$ cat src/rtl/uart_pkg.sv
// Shared definitions for the memory-mapped UART transmitter: register map,
// register bit positions and serializer states.
package uart_pkg;

  // Byte offsets within the 16-byte register window (a[3:2] selects the word).
  localparam logic [3:0] TXDATA_OFF = 4'h0;
  localparam logic [3:0] STATUS_OFF = 4'h4;
  localparam logic [3:0] CTRL_OFF   = 4'h8;
  localparam logic [3:0] RSVD_OFF   = 4'hC;

  // STATUS bit positions; the FIFO count field starts at STATUS_COUNT_LSB.
  localparam int unsigned STATUS_FULL      = 0;
  localparam int unsigned STATUS_EMPTY     = 1;
  localparam int unsigned STATUS_BUSY      = 2;
  localparam int unsigned STATUS_OVF       = 3;
  localparam int unsigned STATUS_COUNT_LSB = 4;

  // CTRL bit positions.
  localparam int unsigned CTRL_ENABLE  = 0;
  localparam int unsigned CTRL_CLR_OVF = 1;

  typedef enum logic [1:0] {
    IDLE,
    START,
    DATA,
    STOP
  } txState_e;

endpackage

$ cat src/rtl/sync_fifo.sv
// Single-clock FIFO with registered pointers and an occupancy count.
// A push into a full FIFO is still accepted when a pop happens on the same edge.
module sync_fifo #(
  parameter int unsigned WIDTH = 8,
  parameter int unsigned DEPTH = 4,
  localparam int unsigned CW = $clog2(DEPTH + 1),
  localparam int unsigned PW = $clog2(DEPTH)
) (
  input  logic             clk,
  input  logic             rst,
  input  logic             push,
  input  logic [WIDTH-1:0] wdata,
  input  logic             pop,
  output logic [WIDTH-1:0] rdata,
  output logic             full,
  output logic             empty,
  output logic [CW-1:0]    count
);

  logic [WIDTH-1:0] mem [DEPTH];
  logic [PW-1:0]    wrPtrQ, rdPtrQ;
  logic [CW-1:0]    countQ;
  logic             doPush, doPop;

  // Qualify requests against occupancy.
  always_comb begin
    doPop  = pop & (countQ != '0);
    doPush = push & ((countQ < CW'(DEPTH)) | doPop);
  end

  // Pointers wrap naturally because DEPTH is a power of two.
  always_ff @(posedge clk or negedge rst) begin
    if (!rst) begin
      wrPtrQ <= '0;
      rdPtrQ <= '0;
      countQ <= '0;
    end else begin
      if (doPush) wrPtrQ <= wrPtrQ + PW'(1);
      if (doPop)  rdPtrQ <= rdPtrQ + PW'(1);
      if (doPush && !doPop)      countQ <= countQ + CW'(1);
      else if (doPop && !doPush) countQ <= countQ - CW'(1);
    end
  end

  // Storage needs no reset; only entries behind the pointers are ever read.
  always_ff @(posedge clk) begin
    if (doPush) mem[wrPtrQ] <= wdata;
  end

  // Head-of-queue and status outputs.
  always_comb begin
    rdata = mem[rdPtrQ];
    full  = (countQ == CW'(DEPTH));
    empty = (countQ == '0);
    count = countQ;
  end

endmodule

$ cat src/rtl/mmio_uart_tx.sv
// Memory-mapped 8N1 UART transmitter on the core's data-memory bus.
// Stores to TXDATA queue bytes; a serializer FSM drains the queue onto tx.
module mmio_uart_tx
  import uart_pkg::*;
#(
  parameter logic [31:0] BASE_ADDR  = 32'hFFFF_0000,
  parameter int unsigned CLK_DIV    = 16,
  parameter int unsigned FIFO_DEPTH = 4
) (
  input  logic        clk,
  input  logic        rst,
  input  logic        we,
  input  logic [31:0] a,
  input  logic [31:0] wd,
  output logic [31:0] rd,
  output logic        tx,
  output logic        busy
);

  localparam int unsigned CW = $clog2(FIFO_DEPTH + 1);
  localparam int unsigned BW = $clog2(CLK_DIV);

  logic          hit, pushReq, ctrlWr, pop, ovfSet, baudEnd;
  logic [3:0]    off;
  logic          fifoFull, fifoEmpty;
  logic [CW-1:0] fifoCount;
  logic [7:0]    fifoHead;

  txState_e      stateQ, stateD;
  logic [BW-1:0] baudQ, baudD;
  logic [2:0]    bitIdxQ, bitIdxD;
  logic [7:0]    shiftQ, shiftD;
  logic          enableQ, ovfQ;

  // Byte-lane bits of the address and upper store data have no meaning here.
  logic unusedBits;
  assign unusedBits = ^{a[1:0], wd[31:8]};

  // Address decode and write strobes.
  always_comb begin
    hit     = (a[31:4] == BASE_ADDR[31:4]);
    off     = {a[3:2], 2'b00};
    pushReq = we & hit & (off == TXDATA_OFF);
    ctrlWr  = we & hit & (off == CTRL_OFF);
    // A push to a full FIFO survives only if the serializer pops on the same edge.
    ovfSet  = pushReq & fifoFull & ~pop;
  end

  sync_fifo #(
    .WIDTH (8),
    .DEPTH (FIFO_DEPTH)
  ) u_fifo (
    .clk   (clk),
    .rst   (rst),
    .push  (pushReq),
    .wdata (wd[7:0]),
    .pop   (pop),
    .rdata (fifoHead),
    .full  (fifoFull),
    .empty (fifoEmpty),
    .count (fifoCount)
  );

  // Serializer next-state, pop request and line output.
  always_comb begin
    stateD  = stateQ;
    baudD   = baudQ + BW'(1);
    bitIdxD = bitIdxQ;
    shiftD  = shiftQ;
    pop     = 1'b0;
    tx      = 1'b1;
    baudEnd = (baudQ == BW'(CLK_DIV - 1));
    unique case (stateQ)
      IDLE: begin
        baudD = '0;
        if (enableQ && !fifoEmpty) begin
          pop    = 1'b1;
          shiftD = fifoHead;
          stateD = START;
        end
      end
      START: begin
        tx = 1'b0;
        if (baudEnd) begin
          baudD   = '0;
          bitIdxD = '0;
          stateD  = DATA;
        end
      end
      DATA: begin
        tx = shiftQ[0];
        if (baudEnd) begin
          baudD   = '0;
          shiftD  = shiftQ >> 1;
          bitIdxD = bitIdxQ + 3'd1;
          if (bitIdxQ == 3'd7) stateD = STOP;
        end
      end
      STOP: begin
        if (baudEnd) begin
          baudD = '0;
          // Chain straight into the next frame when more data is queued.
          if (enableQ && !fifoEmpty) begin
            pop    = 1'b1;
            shiftD = fifoHead;
            stateD = START;
          end else begin
            stateD = IDLE;
          end
        end
      end
      default: stateD = IDLE;
    endcase
  end

  // Serializer state registers.
  always_ff @(posedge clk or negedge rst) begin
    if (!rst) begin
      stateQ  <= IDLE;
      baudQ   <= '0;
      bitIdxQ <= '0;
      shiftQ  <= '0;
    end else begin
      stateQ  <= stateD;
      baudQ   <= baudD;
      bitIdxQ <= bitIdxD;
      shiftQ  <= shiftD;
    end
  end

  // Control register and sticky overflow flag; a new overflow beats a clear.
  always_ff @(posedge clk or negedge rst) begin
    if (!rst) begin
      enableQ <= 1'b1;
      ovfQ    <= 1'b0;
    end else begin
      if (ctrlWr) enableQ <= wd[CTRL_ENABLE];
      if (ovfSet) ovfQ <= 1'b1;
      else if (ctrlWr && wd[CTRL_CLR_OVF]) ovfQ <= 1'b0;
    end
  end

  // Load data mux and busy indication.
  always_comb begin
    busy = (stateQ != IDLE) | ~fifoEmpty;
    rd   = '0;
    if (hit) begin
      case (off)
        STATUS_OFF: begin
          rd[STATUS_FULL]                 = fifoFull;
          rd[STATUS_EMPTY]                = fifoEmpty;
          rd[STATUS_BUSY]                 = busy;
          rd[STATUS_OVF]                  = ovfQ;
          rd[STATUS_COUNT_LSB +: CW]      = fifoCount;
        end
        CTRL_OFF: rd[CTRL_ENABLE] = enableQ;
        default:  rd = '0;
      endcase
    end
  end

endmodule

$ cat config.mk
export PLATFORM = sky130hd
export DESIGN_NAME = mmio_uart_tx
export DESIGN_NICKNAME = d
export VERILOG_FILES = /design/src/rtl/uart_pkg.sv /design/src/rtl/sync_fifo.sv /design/src/rtl/mmio_uart_tx.sv
export SDC_FILE = /design/constraint.sdc
export NUM_CORES = 1
export LEC_CHECK = 0
export CAP_MARGIN = 40
export CORE_MARGIN = 2
export CORE_UTILIZATION = 49
export CTS_CLUSTER_DIAMETER = 100
export DETAILED_ROUTE_END_ITERATION = 8
export PLACE_DENSITY_LB_ADDON = 0.05
export SYNTH_ARGS = -nofsm -noshare
export SYNTH_HDL_FRONTEND = slang
export SYNTH_HIERARCHICAL = 1
export SYNTH_SLANG_ARGS = --single-unit
$ cat constraint.sdc
create_clock -name clk -period 5.11 [get_ports clk]
set_input_delay 0.7665 -clock clk [delete_from_list [all_inputs] [get_ports clk]]
set_output_delay 0.7665 -clock clk [all_outputs]
set_load 0.05 [all_outputs]
; Yosys cells after proc, flatten, opt, wreduce, memory -nomap -nowiden
; Memories as Yosys holds them, arrays and structs flattened.
; Index checks and enable logic that the tools add are counted.
; W data, S select, Z words.
[op_classes]
add_sub_neg = 6
n_lt_le_gt_ge = 1
n_eq_ne = 14
n_mux = 29
n_bitwise = 11
reduce_logical = 20
[ops]
columns = op, n
row1 = $eq A28 B28 Y1 const B, 1
row2 = $mux W8, 3
row3 = $pmux W8 S3, 1
row4 = $mux W3, 4
row5 = $mux W2, 5
row6 = $ne A2 B2 Y1 const B, 5
row7 = $pmux W2 S4, 1
row8 = $pmux W4 S2, 1
row9 = $reduce_bool A2 Y1, 4
row10 = $and A1 B1 Y1, 7
row11 = $mux W1, 7
row12 = $mux W7, 1
row13 = $add A3 B1 Y3 const B, 2
row14 = $eq A2 B2 Y1 const B, 3
row15 = $eq A3 B3 Y1 const B, 2
row16 = $mux W6, 1
row17 = $pmux W1 S2, 3
row18 = $pmux W3 S2, 1
row19 = $reduce_and A3 Y1, 2
row20 = $reduce_bool A3 Y1, 2
row21 = $reduce_and A5 Y1, 1
row22 = $add A2 B1 Y2 const B, 2
row23 = $add A4 B1 Y4 const B, 1
row24 = $eq A2 B1 Y1 const B, 2
row25 = other kinds (11), 19
[word_totals]
regBits = 26
mem_bits_rw = 32
input_bits = 67
out_inout_bits = 34
word_cells = 91
memories = 1
[memory_table]
columns = memory, words, width, read_ports, rd_clocked_by_memory_dff, write_ports, line
row1 = u_fifo.mem, 4, 8, 1, 0, 1, sync_fifo.sv:20  ; logic [WIDTH-1:0] mem [DEPTH];

; Depth between registers and ports, before layout
; Gate-level depths: netlist (run 1).
[depth]
depth_word = 13
mapped_depth = 13
depth_no_buf = 12

; Hierarchy
; The synthesis (run 1) kept the hierarchy.
[modules_own_cells]
columns = module, instances, cells_per_inst, area_per_inst_um2, seq_area_each_um2
row1 = sync_fifo, 1, 77, 1600.3, 1136.1
row2 = mmio_uart_tx, 1, 153, 1388.8, 476.7

; Worst setup path before layout (run 1)
; OpenSTA, ideal clock, no wires.
[synth_path]
kind = input port to output port
start = input port a[13]
end = output port rd[0]
arrival_time_ps = 2938
required_ps = 4344
setup_slack_ps = 1405
stages = 4
path_buffers = 0
cell_sequence = or4b_4 -> nor4_4 -> nand2_1 -> nor3b_1
[synth_via]
elab_chain_cells = 2
[synth_lines]
columns = item, line
row1 = start: declaration, mmio_uart_tx.sv:13  ; input logic [31:0] a,
row2 = $eq A28 B28 Y1, mmio_uart_tx.sv:41  ; hit = (a[31:4] == BASE_ADDR[31:4]);
row3 = $mux W7, mmio_uart_tx.sv:147  ; if (hit) begin
row4 = end: declaration, mmio_uart_tx.sv:15  ; output logic [31:0] rd,
; Every way passes these cells.

; Worst setup path after layout (run 1)
[layout_path]
start = input port a[13]
end = output port rd[2]
; The elaborated chain is that of the path after synthesis.

==> run metrics, run 1 <==
status finished, final reports clean; CP required 4.34 ns; Die X 82.1 um; Top Metal Used met4; first-pass GRT wire length 8.13 mm; CP Class input pin to output pin; CTS sink count 58; clock period minus worst slack 4.12 ns; Cell variety after synth 54; clock slew at reported path FFs 0.06 ns; Worst slew margin 0.526; top cells by count, synth 32 x edfxtp_1, 25 x buf_4, 25 x dfrtp_1; H-tree depth 3; crit-path max cell delay 0.81 ns; largest net degree at the start of global routing 27; fin nets around 370; initial antenna violation count 0; Final setup viols 0; largest cells by area after synthesis edfxtp_1 32%, dfrtp_1 21%, buf_4 6.3%; Max-Cap Viols 0; die height around 80 um; post-CTS resize count 0; via count ~1800; Iteration-0 DRC Markers 68; CTS tree done; Remaining DRCs 0; Worst Max-Slew Pin Slew 0.706 ns; CP max FO 6; most used flip-flop cell after synthesis edfxtp_1; register area share after synthesis 0.540; antenna-violating nets left 0; RSZ-0062 raised after global routing false; 1st-pass router iterations 4; Syn Std Cell Area 2990 um2; crit path capture type output pin; clk_skew 0.00755 ns; maximum vdd drop 0.207 mV; Slowest-stage cell, CP clkdlybuf4s50_1; Synth warnings 6; met2 WL 2.33 mm; grt total ovfl 0; worst r2r src stateQ[0]; EDFF count, synth 32; FP Rows 28; worst setup path startpoint a[13]; PortBufs 49; M1 wire length 2.28 mm; core area 5920 um2; Inst Count DP 348; gpl congestion 0.737; fill count 509; worst min path class register to register; Avg Cell Area, Syn around 13 um2; routed len/inst 13.7 um; Top cell by count, worst path clkdlybuf4s50_1; clock root buffer clkbuf_8; Multi-input gate area 1190 um2; Final Non-Filler Cells 364; vias in the first global route 1738; share of layout cells above drive strength 1 0.145; Initial Utilization 0.505; HPWL Detailed 3.70 mm; wirelength, routed 4.99 mm; Hold Startpoint shiftQ[0]; vias per std cell roughly 5.0; GRT Total Usage 0.169; ys async rst share 0.448; met3 routed WL 290 um; area share of the largest cell type after synthesis 0.321; Clk Latency, worst-skew pair 0.33 ns; top-count cell post-synth edfxtp_1; Lkg Pwr 1.43 nW; Synth area leader edfxtp_1; number of top-level pins between 100 and 150; hold buffers post-CTS 0; synthesis-to-finish area growth 22.7%; Arr. time, crit path between 3 and 4 ns; CP Launch Type input pin; max-slew violation count 0; PwrDens 283 nW/um2; area of the die 6740 um2; crit path cell chain clkdlybuf4s50_1 -> or4b_4 -> nor4_4 -> nand3_1 -> a21oi_2 -> clkdlybuf4s50_1; Setup Total Neg Slack 0 ns; Mapped Cells 230; FF/Latch Area 1610 um2; # diodes 0; clk buf depth 2; Final Hold Fails 0; Setup Buffers After CTS 0; register bit count reported by yosys 58; Tcrit/Tclk final 0.806; fmax roughly 240 MHz; Num CTS Buffers 9
## metal layers
layer | up-vias | GRT usage
met5 | - | 0
met4 | 0 | 0.0850
met3 | 5 | 0.0533
met2 | 64 | 0.256
met1 | 870 | 0.220
li1 | 886 | -
## flip-flops by register name (all words and copies together) (netlist names), 2 cells and up
register,count
baudQ,4
u_fifo/mem,32
shiftQ,8
u_fifo/count,3
bitIdxQ,3
u_fifo/rdPtrQ,2
stateQ,2
u_fifo/wrPtrQ,2
## placed cells by master (no fill, tap or decap), types with 2 or more instances in the layout
| master | count |
|---|---|
| dfrtp_1 | 25 |
| a32o_1 | 2 |
| nand3_1 | 3 |
| nor3b_1 | 2 |
| inv_1 | 15 |
| clkinv_4 | 2 |
| xor2_1 | 2 |
| mux4_2 | 8 |
| a21oi_1 | 2 |
| or4_1 | 2 |
| nand4_1 | 3 |
| mux2_4 | 2 |
| nor2_1 | 9 |
| xnor2_1 | 5 |
| and2_2 | 4 |
| nand2_1 | 15 |
| nor3_1 | 3 |
| clkbuf_8 | 9 |
| edfxtp_1 | 32 |
| bufinv_16 | 2 |
| o21ai_0 | 12 |
| mux2i_1 | 7 |
| ha_1 | 15 |
| clkdlybuf4s50_1 | 49 |
| nand4b_1 | 3 |
| conb_1 | 25 |
## final cells by class
cell class,instances,share of cell area
Inverter,16,0.0164
Sequential cell,58,0.440
Tap cell,75,0.0256
Clock inverter,7,0.0256
Timing Repair Buffer,50,0.136
Clock buffer,9,0.0338
Multi-Input combinational cell,149,0.323
## cell families (layout without fill, tap and decap cells)
logic type      after synthesis  count (layout)  share of synthesized area
flops                        58              58                      0.540
simple gates                 57              57                      0.117
buf+inv                      47              82                     0.0938
compound gates               26              26                     0.0611
mux                          18              18                     0.0975
fa+ha+maj                    16              16                     0.0695
xor+xnor                      7               7                     0.0205
other cells                   1              25                    0.00125
## metrics by stage
step	setup WS [ns]	area (um2)	utilization	total power [mW]	hold slack, ns
final	0.991	3670	0.620	1.04	0.482
after global routing	0.865	3670	0.620	1.08	0.508
after CTS	0.974	3670	0.620	1.05	0.485
after detailed placement	0.969	3450	0.583	0.592	0.470
after global placement	0.997	3450	0.583	0.591	0.464
after floorplan	1.41	3080	-	0.566	0.450
## critical path: cells and delay by family
kind                   cells  cell delay (ns)
AOI/OAI and AO/OA          1             0.18
buffers and inverters      2             1.21
and+or+nand+nor            3             1.20
## where the power goes
group	internal, mW	leakage, nW	total, mW	switching, mW
Combinational	0.0309	0.701	0.0864	0.0555
Clock	0.273	0.107	0.456	0.183
Sequential	0.495	0.621	0.495	0.000401
## path summary, 6_finish.rpt
kind	cells after the start	slack, ns	endpoint
setup reg to reg	12	1.98	u_fifo/count[2]
max in group asynchronous	2	3.99	enableQ
setup / recovery	6	0.99	rd[2]
hold reg to reg	2	0.48	shiftQ[0]
hold / removal	2	0.48	shiftQ[0]
min in group asynchronous	2	0.81	baudQ[0]
(Power assumes the default switching activity.)
==> inputs of run 2 (changes only) <==
--- a/config.mk
+++ b/config.mk
@@ -7,7 +7,7 @@
 export LEC_CHECK = 0
 export CAP_MARGIN = 40
 export CORE_MARGIN = 2
-export CORE_UTILIZATION = 49
+export CORE_UTILIZATION = 41
 export CTS_CLUSTER_DIAMETER = 100
 export DETAILED_ROUTE_END_ITERATION = 8
 export PLACE_DENSITY_LB_ADDON = 0.05
==> constraint.sdc (replaced) <==
create_clock -name clk -period 3.5 [get_ports clk]
set_input_delay 0.525 -clock clk [delete_from_list [all_inputs] [get_ports clk]]
set_output_delay 0.525 -clock clk [all_outputs]
set_load 0.05 [all_outputs]
==> run 2 against run 1 <==
Net effect:
- via count rose by 1.8%
- die area rose by 19%
- power up 32%
- core utilization decreased by 9.4 points
- wire length up 6.1%
- final area is 2.3% higher
- global-route usage decreased by 2.2 points
- non-clock buffer count rose by 5
- largest cell class unchanged
- register-to-register slack worse by 1.2 ns
- critical endpoint is now rd[6]
==> run metrics, run 2 (synthesis gave the netlist of run 1 again) <==
status finished, final reports clean; Setup Buffers After CTS 0; combinational fraction of design power 0.093; antenna-violating nets left 0; Max-Cap Viols 0; crit path cell chain clkdlybuf4s50_1 -> or4b_4 -> nor4_4 -> buf_4 -> nand3_1 -> nor2_1 -> buf_12; Net Switching roughly 350 uW; routed len/inst 13.5 um; vias in the first global route 1790; Seq pwr share 0.530; clock root buffer clkbuf_8; M1 wire length approximately 2.4 mm; wirelength, routed ~5.3 mm; Top Registers u_fifo/mem (32), shiftQ (8), baudQ (4); Worst slew margin 0.552; synthesis-to-finish area growth 25.5%; CP required approximately 3 ns; clock period minus worst slack 3.11 ns; Tcrit/Tclk final 0.888; HPWL Detailed 3.78 mm; CP Launch Type input pin; worst min path class register to register; Lkg Pwr approximately 1.5 nW; clock slew at reported path FFs ~0.060 ns; overall power 1.36 mW; RSZ-0062 raised after global routing false; Worst Max-Slew Pin Slew 0.672 ns; grt total ovfl 0; Placement Cell Area approximately 3600 um2; core area 7140 um2; Final Non-Filler Cells roughly 400; Clk Latency, worst-skew pair 0.33 ns; Setup Total Neg Slack 0 ns; CTS sink count 58; Slowest-stage cell, CP or4b_4; first-pass GRT wire length 8.54 mm; PwrDens 364 nW/um2; Power Internal 1.02 mW; crit-path max cell delay 0.54 ns; post-route cell area 3750 um2; fmax 322 MHz; clk_skew roughly 0.011 ns; Initial Utilization 0.419; met3 routed WL 345 um; Sw Share 0.254; H-tree depth 3; share of layout cells above drive strength 1 0.184; Iteration-0 DRC Markers 105; buffer and inverter count on the worst path 3; Largest Register u_fifo/mem; GRT Total Usage 0.147; fin nets approximately 370; # diodes 0; crit path capture type output pin; Final Hold Fails 0; PortBufs 49; via count 1858; Inst Count DP 377; most frequent cells in the layout 42 x clkdlybuf4s50_1, 32 x edfxtp_1, 25 x conb_1, 25 x dfrtp_1; die height between 80 and 90 um; FP Rows 31; initial antenna violation count 0; Die X just under 90 um; Min Hold Slack roughly 0.48 ns; 1st-pass router iterations 4; Final setup viols 0; clk buf depth 2; met2 WL 2.50 mm; Top Metal Used met4; Num CTS Buffers 9; CP Class input pin to output pin; clock power share 0.378; most common cell after layout, fill and taps aside clkdlybuf4s50_1; CP max FO 6; flip-flop count of the largest register after layout 32; Top delay family on crit path simple AND/OR/NAND/NOR gates; max-slew violation count 0; gpl congestion 0.715; CTS tree done; Remaining DRCs 0; number of top-level pins between 100 and 150; largest net degree at the start of global routing 27; area of the die 7990 um2; post-CTS resize count 0; hold buffers post-CTS 0; Arr. time, crit path 2.58 ns; maximum vdd drop 0.155 mV; vias per std cell around 4.7
[run 2: cell types whose count changed in the layout (fill, tap and decap cells not counted), sizes merged]
cell	change
buf	+12
clkdlybuf4s50	-7
bufinv	-2
clkbuf	+1
clkinvlp	+1
[run 2: metal layers]
layer,GRT usage,vias to the layer above
li1,-,894
met1,0.186,883
met2,0.231,72
met3,0.0572,9
met4,0.0529,0
met5,0,-
[run 2: worst min-delay path: cells and delay by family (launching register included)]
kind	cells	cell delay (ns)
compound gates	1	0.06
flops	1	0.34
simple gates	1	0.04
[run 2: power groups by stage]
stage / logic, mW / registers, mW / clock network (mW)
after floorplan: 0.0902 / 0.737 / 0
after global placement: 0.127 / 0.737 / 0
after detailed placement: 0.128 / 0.737 / 0
after CTS: 0.128 / 0.723 / 0.532
after global routing: 0.137 / 0.722 / 0.563
final: 0.126 / 0.723 / 0.516
[run 2: stage by stage]
step,setup WS (ns),util
floorplan,0.278,-
global placement,0.168,0.503
detailed placement,0.178,0.503
CTS,0.354,0.526
global route,0.243,0.526
finish,0.391,0.526
[run 2: final timing paths]
check                               start  cells past startpoint  slack [ns]               to
max in group asynchronous             rst                      2        2.62          enableQ
worst max-delay path                a[13]                      7        0.39            rd[6]
min in group asynchronous             rst                      2        0.57        stateQ[0]
worst min-delay path            shiftQ[0]                      2        0.48        shiftQ[0]
worst max register to register  stateQ[0]                     13        0.77  u_fifo/count[2]
worst min register to register  shiftQ[0]                      2        0.48        shiftQ[0]
[run 2: layout make-up]
type	count	area, um2
flip-flops and latches	58	1610
multi-input cells	149	1190
clock inverters	6	35.0
clock buffers	10	128
well taps	99	124
repair buffers	55	606
fillers	633	3390
inverters	16	60.1
==> inputs of run 3 (changes only) <==
--- a/config.mk
+++ b/config.mk
@@ -11,6 +11,7 @@
 export CTS_CLUSTER_DIAMETER = 100
 export DETAILED_ROUTE_END_ITERATION = 8
 export PLACE_DENSITY_LB_ADDON = 0.05
+export RECOVER_POWER = 25
 export SYNTH_ARGS = -nofsm -noshare
 export SYNTH_HDL_FRONTEND = slang
 export SYNTH_HIERARCHICAL = 1
==> run 3 against run 2 <==
Net effect:
- the flow now finishes with violations (capacitance limit, slew limit)
- non-clock buffer count did not move
- core utilization fell by 0.053 points
- clock-buffer cell count did not move
- flip-flop and latch count did not move
- combinational power barely moved
- final area fell by 0.10%
- final cell count did not move
- sequential share of layout area barely moved
==> run metrics, run 3 (synthesis gave the netlist of run 1 again) <==
share of layout cells above drive strength 1 0.180; CP Class input pin to output pin; antenna-violating nets left 0; Final setup viols 0; flip-flop count of the largest register after layout 32; number of top-level pins 101; Placement Cell Area around 3600 um2; overall power 1.36 mW; Top Registers u_fifo/mem (32), shiftQ (8), baudQ (4); # diodes 0; clk_skew 0.0110 ns; fin nets around 370; PwrDens 364 nW/um2; Largest Register u_fifo/mem; Max-Cap Viols 1; fill count 632; via count around 1900; status complete, but fails checks; Clk Latency, worst-skew pair 0.33 ns; Num CTS Buffers 9; RSZ-0062 raised after global routing false; Placement Setup Slack 0.178 ns; vias in the first global route ~1800; HPWL Detailed 3.78 mm; wirelength, routed 5.29 mm; 1st-pass router iterations 4; area of the die 7990 um2; CP max FO 6; Initial Utilization 0.419; Worst Max-Slew Pin Slew 1.57 ns; worst min path class register to register; CTS tree done; fmax between 300 and 400 MHz; clock period minus worst slack between 3 and 4 ns; die height 89.4 um; post-route cell area 3750 um2; failing checks capacitance limit, slew limit; crit path capture type output pin; Final Non-Filler Cells 393; clk buf depth 2; Arr. time, crit path roughly 2.6 ns; Min Hold Slack 0.478 ns; Tcrit/Tclk final 0.889; Lkg Pwr ~1.5 nW; routed len/inst 13.5 um; clock slew at reported path FFs 0.06 ns; H-tree depth 3; max-slew violation count 27; hold buffers post-CTS 0; synthesis-to-finish area growth 25.4%; most common cell after layout, fill and taps aside clkdlybuf4s50_1; grt total ovfl 0; final worst slack 0.390 ns; Final Hold Fails 0; Worst slew margin -0.0444; Inst Count DP 377; first-pass GRT wire length 8.54 mm; Remaining DRCs 0; vias per std cell around 4.7; GRT Total Usage 0.147; CP required 2.97 ns; most frequent cells in the layout 37 x clkdlybuf4s50_1, 32 x edfxtp_1, 25 x conb_1, 25 x dfrtp_1; post-CTS resize count 0; Die X 89.4 um; FP Rows 31; gpl congestion 0.715; Iteration-0 DRC Markers 102; Final Util 0.525; clock root buffer clkbuf_8; CP Launch Type input pin; PortBufs 49; Setup Buffers After CTS 0; initial antenna violation count 0; largest net degree at the start of global routing 27; CTS sink count 58; maximum vdd drop 0.155 mV; Setup Total Neg Slack 0 ns; core area roughly 7000 um2
[run 3: cell count changes in the layout (fill, tap and decap cells not counted), sizes merged]
| cell | delta |
|---|---|
| clkdlybuf4s50 | -5 |
| clkbuf | +1 |
| buf | -1 |
| dlygate4sd3 | +5 |
[run 3: final timing paths]
check                      startpoint               to  slack (ns)  depth (start not counted)
max                             a[13]            rd[6]        0.39                          7
min                         shiftQ[0]        shiftQ[0]        0.48                          2
max reg2reg                 stateQ[0]  u_fifo/count[2]        0.77                         13
min reg2reg                 shiftQ[0]        shiftQ[0]        0.48                          2
max in group asynchronous         rst        shiftQ[3]        1.47                          2
min in group asynchronous         rst        stateQ[0]        1.11                          2
[run 3: worst max-delay path: stages]
cell             delay (ns)
clkdlybuf4s50_1        0.40
or4b_4                 0.54
nor4_4                 0.31
buf_4                  0.16
nand3_1                0.20
nor2_1                 0.28
buf_12                 0.18
[run 3: layout make-up]
class / count / area, um2 / share of cell area
clock buffers: 10 / 128 / 0.0341
clock inverters: 6 / 35.0 / 0.00935
inverters: 16 / 60.1 / 0.0160
multi-input cells: 149 / 1190 / 0.317
flip-flops and latches: 58 / 1610 / 0.430
well taps: 99 / 124 / 0.0331
repair buffers: 55 / 602 / 0.161
[run 3: per-layer routing]
layer	GRT usage	vias up	routed length, um	share of wire
li1	-	894	-	-
met1	0.186	884	2380	0.45
met2	0.231	69	2490	0.47
met3	0.0572	9	343	0.065
met4	0.0529	0	80	0.015
met5	0	-	0	0
[run 3: where the power goes]
group / internal, mW / switching (mW) / total [mW]
Combinational: 0.0435 / 0.0814 / 0.125
Clock: 0.251 / 0.264 / 0.515
Sequential: 0.722 / 0.000601 / 0.723
==> variant 1: new RTL, flow settings as in run 3 <==
Put a register stage on the output `rd`, cleared by the reset. The value now appears one clock later. The other outputs are not delayed to match.
--- a/src/rtl/mmio_uart_tx.sv
+++ b/src/rtl/mmio_uart_tx.sv
@@ -19,6 +19,8 @@
 
   localparam int unsigned CW = $clog2(FIFO_DEPTH + 1);
   localparam int unsigned BW = $clog2(CLK_DIV);
+
+  logic [31:0] rd_d;
 
   logic          hit, pushReq, ctrlWr, pop, ovfSet, baudEnd;
   logic [3:0]    off;
@@ -143,19 +145,27 @@
   // Load data mux and busy indication.
   always_comb begin
     busy = (stateQ != IDLE) | ~fifoEmpty;
-    rd   = '0;
+    rd_d = '0;
     if (hit) begin
       case (off)
         STATUS_OFF: begin
-          rd[STATUS_FULL]                 = fifoFull;
-          rd[STATUS_EMPTY]                = fifoEmpty;
-          rd[STATUS_BUSY]                 = busy;
-          rd[STATUS_OVF]                  = ovfQ;
-          rd[STATUS_COUNT_LSB +: CW]      = fifoCount;
+          rd_d[STATUS_FULL]                 = fifoFull;
+          rd_d[STATUS_EMPTY]                = fifoEmpty;
+          rd_d[STATUS_BUSY]                 = busy;
+          rd_d[STATUS_OVF]                  = ovfQ;
+          rd_d[STATUS_COUNT_LSB +: CW]      = fifoCount;
         end
-        CTRL_OFF: rd[CTRL_ENABLE] = enableQ;
-        default:  rd = '0;
+        CTRL_OFF: rd_d[CTRL_ENABLE] = enableQ;
+        default:  rd_d = '0;
       endcase
+    end
+  end
+
+  always_ff @(posedge clk or negedge rst) begin
+    if (!rst) begin
+      rd <= '0;
+    end else begin
+      rd <= rd_d;
     end
   end
 
Behaviour: not the same (Yosys sat finds a counterexample within 4 cycles, from zero or initial values and one cycle with rst low).
==> variant 1 against run 3 <==
The run still ends with capacitance limit, slew limit left; first-iteration DRC count decreased by 47%; synthesized cell count increased by 3.9%; register-to-register slack got worse by 0.07 ns; power increased by 23%; count of clock-buffer cells in the layout decreased by 1; setup slack improved by 0.12 ns; clock power increased by 44%; sequential cell count increased by 7; wire length increased by 4.0%; sequential power increased by 11%; area after synthesis increased by 6.5%; cell area increased by 5.4%; utilization decreased by 0.60 points; highest routed layer unchanged.
==> variant 1: results (changes against run 3) <==
Final Net Count 381 (was 372); drt pass-1 iters 4 (unchanged); Async SR Flop Fraction 50.8% (was 44.8%); RePlAce Congestion 0.715 (about the same); met1 Track Usage GR 18.0% (was 18.6%); post-synthesis adder-cell area fraction 6.53% (was 6.95%); top cells by area, synth edfxtp_1, dfrtp_1, buf_4, ha_1, mux4_2 (unchanged); pre-CTS WS 0.154 ns (was 0.178 ns); placed cell area 3720 µm² (was 3590 µm²); multi-input gate share of the layout cell area 30.4% (was 31.7%); Cells after DPL 389 (was 377); leakage power 1.58 nW (was 1.46 nW); post-DP HPWL 3930 µm (was 3780 µm); met3 Use GR 4.19% (was 5.72%); post-route insts no fill 405 (was 393); vias in the first global route 1936 (was 1790); pwr/cell area 423 nW/µm² (was 364 nW/µm²); FILL cells 684 (was 632); met2 WL post-DR 2630 µm (was 2490 µm); relative slew slack -29.1% (was -4.44%); WL met1 2510 µm (was 2380 µm); xor and xnor area share after synthesis 1.93% (was 2.05%); NonClk Buf Share 13.7% (was 16.1%); Clock Skew 0.0128 ns (was 0.0110 ns); Avg WL per Cell 13.6 µm (was 13.5 µm); VDD IR-drop max 0.232 mV (was 0.155 mV); 1st-iter DRT viols 54 (was 102); Largest regs u_fifo/mem (32), shiftQ (8), rd (7) (was u_fifo/mem (32), shiftQ (8), baudQ (4)); first-pass GRT wire length 9280 µm (was 8540 µm); violated checks capacitance limit, slew limit (unchanged); #FFs+latches synth 65 (was 58); Synth Area in Compound Gates 5.82% (was 6.11%); met2 Usage GRT 23.2% (was 23.1%); syn_area_per_cell 13.3 µm² (was 13.0 µm²); max-slew violations 34 (was 27); gr usage total 14.5% (was 14.7%); Critical Path AT 3.25 ns (was 2.59 ns); final-layout clock-cell area share 5.86% (was 4.34%); dominant synthesized flop cell edfxtp_1 (unchanged); Yosys cell types 50 (was 54); sequential cell area 1790 µm² (was 1610 µm²); outcome finished with violations (unchanged); share of cells above drive strength 1 15.8% (was 18.0%); non-clock buffer instance count of the final layout 56 (was 55); Inverters, non-clock 17 (was 16); sequential share of the synthesized area 56.2% (was 54.0%); Max-cap violations 1 (unchanged); post-synthesis mux area share 9.83% (was 9.75%); Crit Path Max Fanout 2 (was 6); largest net degree at the start of global routing 34 (was 27); Vias per Instance 4.67 (was 4.72); top cells by count, synth dfrtp_1, edfxtp_1, buf_4, inv_1, ha_1 (was edfxtp_1, buf_4, dfrtp_1)
-- variant 1: final timing paths --
| check | startpoint | end | slack (ns) | cells past startpoint |
|---|---|---|---|---|
| setup / recovery | a[15] | u_fifo/count[2] | 0.51 | 12 |
| hold / removal | shiftQ[1] | shiftQ[1] | 0.48 | 2 |
| setup reg to reg | baudQ[0] | u_fifo/count[2] | 0.70 | 13 |
| hold reg to reg | shiftQ[1] | shiftQ[1] | 0.48 | 2 |
| max in group asynchronous | rst | shiftQ[1] | 1.13 | 2 |
| min in group asynchronous | rst | baudQ[2] | 1.25 | 2 |
-- variant 1: worst max-delay path: cells and delay by family --
kind	cells	cell delay, ns
AOI/OAI and AO/OA	1	0.18
xor gates and xnor gates	2	0.31
adders and majority gates	2	0.56
buffers and inverters	3	0.53
and+or+nand+nor	4	1.13
-- variant 1: power breakdown --
part	switching [mW]	leakage (nW)	internal, mW
Clock	0.328	0.114	0.416
Sequential	0.000534	0.719	0.802
Combinational	0.0825	0.746	0.0424
==> variant 2: new RTL, config.mk and constraints of run 3 <==
Without the edit above. Change the parameter `FIFO_DEPTH` from 4 to 16.
--- a/src/rtl/mmio_uart_tx.sv
+++ b/src/rtl/mmio_uart_tx.sv
@@ -5,7 +5,7 @@
 #(
   parameter logic [31:0] BASE_ADDR  = 32'hFFFF_0000,
   parameter int unsigned CLK_DIV    = 16,
-  parameter int unsigned FIFO_DEPTH = 4
+  parameter int unsigned FIFO_DEPTH = 16
 ) (
   input  logic        clk,
   input  logic        rst,
Behaviour: not the same (Yosys sat finds a counterexample within 10 cycles, from zero or initial values and one cycle with rst low).
==> variant 2 against run 3 <==
The run still ends with capacitance limit, slew limit left; largest power group unchanged; register-to-register slack worse by 0.52 ns; cell area up 130%; power rose to 2.9 times the old value; area after synthesis up 140%; via count up 120%; largest cell class unchanged; setup slack worse by 0.14 ns; first-iteration DRC count rose to 3.1 times the old value; combinational power up 12%; highest routed layer unchanged; sequential cell count up 102; wire length rose to 2.7 times the old value.
==> variant 2: results (changes against run 3) <==
post-DP HPWL 10100 µm (was 3780 µm); max-slew violations 33 (was 27); Register-to-Register Setup Slack 0.25 ns (was 0.77 ns); placed cell area 8000 µm² (was 3590 µm²); Power Sequential 2.06 mW (was 0.723 mW); Max-cap violations 1 (unchanged); top cells by count, synth edfxtp_1, nand2_1, mux2i_1, o21ai_0, dfrtp_1 (was edfxtp_1, buf_4, dfrtp_1); RePlAce Congestion 0.801 (was 0.715); leakage power 3.04 nW (was 1.46 nW); EDFF count, synth 128 (was 32); violated checks capacitance limit, slew limit (unchanged); clock network fraction of design power 44.3% (was 37.8%); internal power 3.09 mW (was 1.02 mW); top cells by area, synth edfxtp_1, dfrtp_1, mux4_2, mux2i_1, ha_1 (was edfxtp_1, dfrtp_1, buf_4, ha_1, mux4_2); Clock Skew 0.0118 ns (was 0.0110 ns); 1st-iter DRT viols 319 (was 102); routed via count 4055 (was 1856); outcome finished with violations (unchanged); sequential share of the synthesized area 64.1% (was 54.0%); FILL cells 1510 (was 632); met2 Usage GRT 25.9% (was 23.1%); VDD IR-drop max 0.392 mV (was 0.155 mV); slowest CP cell or4_4 (was or4b_4); Avg WL per Cell 17.9 µm (was 13.5 µm); met3 Use GR 3.41% (was 5.72%); post-synthesis mux area share 11.1% (was 9.75%); Reg-to-Reg Start u_fifo/count[1] (was stateQ[0]); max incr delay on CP 0.57 ns (was 0.54 ns); WHS 0.482 ns (was 0.478 ns); Crit Path Max Fanout 5 (was 6); post-synthesis adder-cell area fraction 3.56% (was 6.95%)
==> variant 2: cell count changes after synthesis, sizes merged, moves of 7 or more <==
| cell | before | now |
|---|---|---|
| edfxtp | 32 | 128 |
| mux2i | 7 | 33 |
| o21ai | 12 | 33 |
| nand2 | 15 | 34 |
| buf | 27 | 38 |
| a21oi | 3 | 13 |
| a221oi | 0 | 8 |
| a22oi | 1 | 9 |
| and2 | 5 | 13 |
| mux4 | 8 | 16 |
| mux2 | 3 | 10 |
==> variant 2: layer usage <==
layer	vias up	wire length (µm)
li1	1947	-
met1	2017	6700
met2	79	7020
met3	12	492
met4	0	144
met5	-	0
==> variant 2: area by class of cell <==
| type | instances | area, µm² | share of cell area (%) |
|---|---|---|---|
| sequential | 160 | 4650 | 54.3 |
| multi-input combinational | 286 | 2280 | 26.7 |
| timing repair buffer | 79 | 703 | 8.22 |
| clock buffer | 18 | 429 | 5.02 |
| tap | 225 | 282 | 3.29 |
| clock inverter | 13 | 128 | 1.49 |
| inverter | 21 | 78.8 | 0.922 |
